**config.mk**
```make
export PLATFORM = sky130hd
export DESIGN_NAME = ct_split
export DESIGN_NICKNAME = d
export VERILOG_FILES = /design/src/rtl/ct_split.sv
export SDC_FILE = /design/constraint.sdc
export NUM_CORES = 1
export LEC_CHECK = 0
export ABC_AREA = 1
export CAP_MARGIN = 20
export CORE_AREA = 5 5 42 44
export CTS_CLUSTER_DIAMETER = 150
export DETAILED_ROUTE_END_ITERATION = 16
export DIE_AREA = 0 0 47 49
export PLACE_DENSITY = 0.49
export SLEW_MARGIN = 20
export SYNTH_ARGS = -nofsm -noshare
export SYNTH_HDL_FRONTEND = slang
export SYNTH_SLANG_ARGS = --single-unit
```
**constraint.sdc**
```tcl
create_clock -name clk -period 1.3 [get_ports clk]
set_input_delay 0.13 -clock clk [delete_from_list [all_inputs] [get_ports clk]]
set_output_delay 0.13 -clock clk [all_outputs]
set_load 0.01 [all_outputs]
```
**src/rtl/ct_split.sv**
```systemverilog
// ct_split: packet demux steering whole packets to one of NO outputs.
// Optional macro CT_SPLIT_DROP_EN: discard packets with a bad destination.
module ct_split #(
    parameter int NO       = 2,
    parameter int WIDTH    = 1,
    parameter int EOP_LOC  = 0,
    parameter int DEST_LOC = 1
) (
    input  logic                clk,
    input  logic                reset,
    input  logic [WIDTH-1:0]    i_data,
    input  logic                i_valid,
    output logic                o_ready,
    output logic [NO*WIDTH-1:0] o_data,
    output logic [NO-1:0]       o_valid,
    input  logic [NO-1:0]       i_ready
);

    localparam int NOBITS = (NO > 1) ? $clog2(NO) : 1;
    localparam logic [NOBITS:0]   NO_W = (NOBITS+1)'(NO);
    localparam logic [NOBITS-1:0] LAST = NOBITS'(NO - 1);

    localparam logic [1:0] ST_SOP  = 2'd0;
    localparam logic [1:0] ST_BODY = 2'd1;
`ifdef CT_SPLIT_DROP_EN
    localparam logic [1:0] ST_DROP = 2'd2;
`endif

    logic [1:0]                  state_q, state_d;
    logic [NOBITS-1:0]           dest_q, dest_d;
    logic [NO-1:0]               out_valid_q, out_valid_d;
    logic [NO-1:0][WIDTH-1:0]    out_data_q, out_data_d;

    logic [NOBITS-1:0] field;
    logic [NOBITS-1:0] dest;
    logic              sop;
    logic              bad;
    logic              drop;
    logic              sel_v;
    logic              sel_r;
    logic              acc;
    logic              eop;

    // Destination field of the current beat; absent if it does not fit the beat.
    generate
        if (DEST_LOC + NOBITS <= WIDTH) begin : g_field
            assign field = i_data[DEST_LOC +: NOBITS];
        end else begin : g_nofield
            assign field = '0;
        end
    endgenerate

    assign eop = i_data[EOP_LOC];
    assign sop = (state_q == ST_SOP);
    assign bad = ({1'b0, field} >= NO_W);

    // Resolve the beat destination and whether it is being discarded.
    always_comb begin
        dest = dest_q;
        if (sop) begin
            dest = bad ? LAST : field;
        end
`ifdef CT_SPLIT_DROP_EN
        drop = (sop && bad) || (state_q == ST_DROP);
`else
        drop = 1'b0;
`endif
    end

    // Look up occupancy and downstream ready of the selected output.
    always_comb begin
        sel_v = 1'b0;
        sel_r = 1'b0;
        for (int k = 0; k < NO; k++) begin
            if (dest == NOBITS'(k)) begin
                sel_v = out_valid_q[k];
                sel_r = i_ready[k];
            end
        end
    end

    assign o_ready = reset && (drop || !sel_v || sel_r);
    assign acc     = i_valid && o_ready;

    // Packet framing: advance only on accepted beats, lock dest on first beat.
    always_comb begin
        state_d = state_q;
        dest_d  = dest_q;
        if (acc) begin
            unique case (state_q)
                ST_SOP: begin
                    if (!eop) begin
                        dest_d = dest;
`ifdef CT_SPLIT_DROP_EN
                        state_d = bad ? ST_DROP : ST_BODY;
`else
                        state_d = ST_BODY;
`endif
                    end
                end
                ST_BODY: begin
                    if (eop) state_d = ST_SOP;
                end
`ifdef CT_SPLIT_DROP_EN
                ST_DROP: begin
                    if (eop) state_d = ST_SOP;
                end
`endif
                default: state_d = ST_SOP;
            endcase
        end
    end

    // Per-output stage: a new beat wins over a drain in the same cycle.
    always_comb begin
        out_valid_d = out_valid_q;
        out_data_d  = out_data_q;
        for (int k = 0; k < NO; k++) begin
            if (acc && !drop && dest == NOBITS'(k)) begin
                out_valid_d[k] = 1'b1;
                out_data_d[k]  = i_data;
            end else if (out_valid_q[k] && i_ready[k]) begin
                out_valid_d[k] = 1'b0;
            end
        end
    end

    // Control state with synchronous active-low reset.
    always_ff @(posedge clk) begin
        if (!reset) begin
            state_q     <= ST_SOP;
            dest_q      <= '0;
            out_valid_q <= '0;
        end else begin
            state_q     <= state_d;
            dest_q      <= dest_d;
            out_valid_q <= out_valid_d;
        end
    end

    // Output data registers carry no reset; valid qualifies them.
    always_ff @(posedge clk) begin
        out_data_q <= out_data_d;
    end

    assign o_data  = out_data_q;
    assign o_valid = out_valid_q;

endmodule

```
==> flow_metrics.py <==
metrics = {
    "timing": {
        "finalSetupTns_ps": 0,
        "rsz0062_at_grt": "false",
        "finalSetupViolCount": 0,
        "fin_ws_ps": 84.7,
        "drv_slew": 0,
        "tightest_slew_ps": 138,
        "relSlewSlack_pct": 90.8,
        "period_needed_ps": 1220,
        "fin_crit_sh_pct": 93.5,
        "skew_ps": 2.49,
        "hold_violations": 0,
        "fmax_ghz": 0.823,
    },
    "grt": {
        "grt_pass1_vias": 330,
        "grt_max_degree": 5,
        "grt_usage_pct": 7.70,
        "antenna_found_initial": 0,
        "grt_pass1_wl_um": 1250,
        "grt_overflow": 0,
    },
    "critical_path": {
        "cp.required_ps": 1170,
        "slowest_stage": "clkdlybuf4s50_1",
        "cp_top_family": "buffers and inverters",
        "critPathArrivalTime_ps": 1090,
        "worstPathCellList": "clkdlybuf4s50_1",
        "path_class": "flip-flop to output port",
        "critPathLaunchType": "flip-flop",
        "crit_buf_inv": 1,
        "cp_max_fo": 1,
        "worst_setup_path_end_kind": "output port",
        "worst_path_largest_cell_delay_ps": 530,
    },
    "placed_design": {
        "dp_slack_ps": -259,
        "placed_cell_area_um2": 514,
        "place_congestion": 0.780,
        "dp_hpwl_um": 602,
        "portBuffers": 10,
    },
    "logic_synthesis": {
        "ys_seq_area_share_pct": 47.3,
        "syn-cell-area_um2": 297,
        "synth_cell_types": 12,
        "ys_warn_count": 0,
        "syn-mean-instance-area_um2": 7.80,
        "netlist_instances": 38,
        "ys_ff_latch": 6,
        "synth_nets": 45,
    },
    "clock_network": {
        "htree_num_levels": 1,
        "cts-hold-fix-buffers": 0,
        "cts_buffers": 3,
        "clk_latency_ps": 250,
        "numClockSinks": 6,
        "clockBufferDepth": 2,
        "cts_root_buf": "clkbuf_4",
        "post-cts-setup-buffers": 0,
        "cts_tree": "built",
        "clk_pin_slew_ps": 50,
    },
    "drt": {
        "wl_met1_um": 331,
        "route.detailed.drc": 0,
        "initialDrtViolationCount": 7,
        "routed-via-count": 343,
        "wire_per_inst_um": 9.09,
        "vias_per_cell": 4.23,
        "firstDrtPassIters": 4,
        "highest_layer": "met4",
        "wirelength_um": 736,
        "met3_length_um": 49,
        "wl_met2_um": 349,
        "ant_nets": 0,
    },
    "die": {
        "ios": 11,
        "rows": 14,
        "fp.dieW_um": 47,
        "design.core.area_um2": 1400,
        "die_y_um": 49,
        "initial_core_util_pct": 21.2,
        "die-area_um2": 2300,
    },
    "cells_and_area": {
        "drive_gt1_share_pct": 33.8,
        "multi_input_area_um2": 126,
        "final_area_um2": 533,
        "syn2layout_area_growth_pct": 79.7,
        "layout_commonest_cell": "buf_4",
        "antennaDiodeCount": 0,
        "fill_cells": 149,
        "seqCellArea_um2": 140,
        "final_util_pct": 38.0,
        "num-nets-final": 73,
        "final_cell_mix": "buf_4 (13), inv_1 (8), nor2_1 (8)",
    },
    "power": {
        "leakage_nw": 0.264,
        "ir_drop_v": 0.000736,
        "power_density_nw_per_um2": 897,
        "power_w": 0.000478,
    },
    "status": {
        "status": "completed",
    },
    "job": {
        "max_cap_violations": 0,
    },
    "min_path": {
        "worstHoldPathType": "flip-flop to flip-flop",
    },
}
## cell families (layout without fill, tap and decap cells)
family	Yosys count	in the layout	share of synthesized area, %
flops	6	6	47.3
buf+inv	8	35	10.1
fa+ha+maj	1	1	4.22
compound gates	1	1	2.95
simple gates	22	22	35.4
## worst paths after layout
kind | depth (start not counted) | startpoint | slack, ps | endpoint
setup / recovery | 1 | o_data[0]$_DFFE_PP_ | 80 | o_data[0]
hold / removal | 2 | o_valid[0]$_SDFFE_PN0P_ | 500 | o_valid[0]$_SDFFE_PN0P_
setup reg to reg | 8 | state_q[0]$_SDFFE_PN0P_ | 110 | state_q[0]$_SDFFE_PN0P_
hold reg to reg | 2 | o_valid[0]$_SDFFE_PN0P_ | 500 | o_valid[0]$_SDFFE_PN0P_
## metrics by stage
stage	cells	hold WS [ps]
floorplan	38	229
global placement	77	502
detailed placement	77	505
CTS	81	509
global route	81	533
finish	81	501
## synthesized netlist by cell type (all sizes together)
library cell / number / share of area [%]
nand4: 3 / 6.3
nand2: 7 / 9.7
edfxtp: 2 / 20
nand3: 2 / 5.1
a21oi: 1 / 3.0
dfxtp: 4 / 27
ha: 1 / 4.2
nor2: 10 / 14
inv: 8 / 10
## what timing repair did
item	in CTS	in global routing
pin swaps	0	1
endpoints found under the setup margin	3	2
resized for setup	4	1
## flip-flops by register name (all words and copies together) (netlist names)
register and count:
state_q 1, o_valid 2, o_data 2, dest_q 1
## tightest hold or removal path, cell delays in order (launching register included)
cell     delay [ps]
dfxtp_1         320
nand2_1          80
a21oi_2          50
## metal layers
metal | vias to the layer above | global-route usage, %
li1 | 171 | -
met1 | 160 | 8.87
met2 | 10 | 11.5
met3 | 2 | 5.54
met4 | 0 | 1.38
met5 | - | 0
## power breakdown
group	internal (W)	total, W	switching, W
Sequential	0.000199	0.000202	0.00000304
Combinational	0.0000461	0.0000797	0.0000336
Clock	0.000117	0.000196	0.0000788
Total	0.000362	0.000478	0.000115
## cell type report
type                    instances  area share, %
clock buffers                   4           4.93
flip-flops and latches          6           26.3
inverters                       8           5.63
repair buffers                 23           35.7
well taps                      16           3.76
multi-input cells              24           23.7
(Power assumes the default switching activity.)
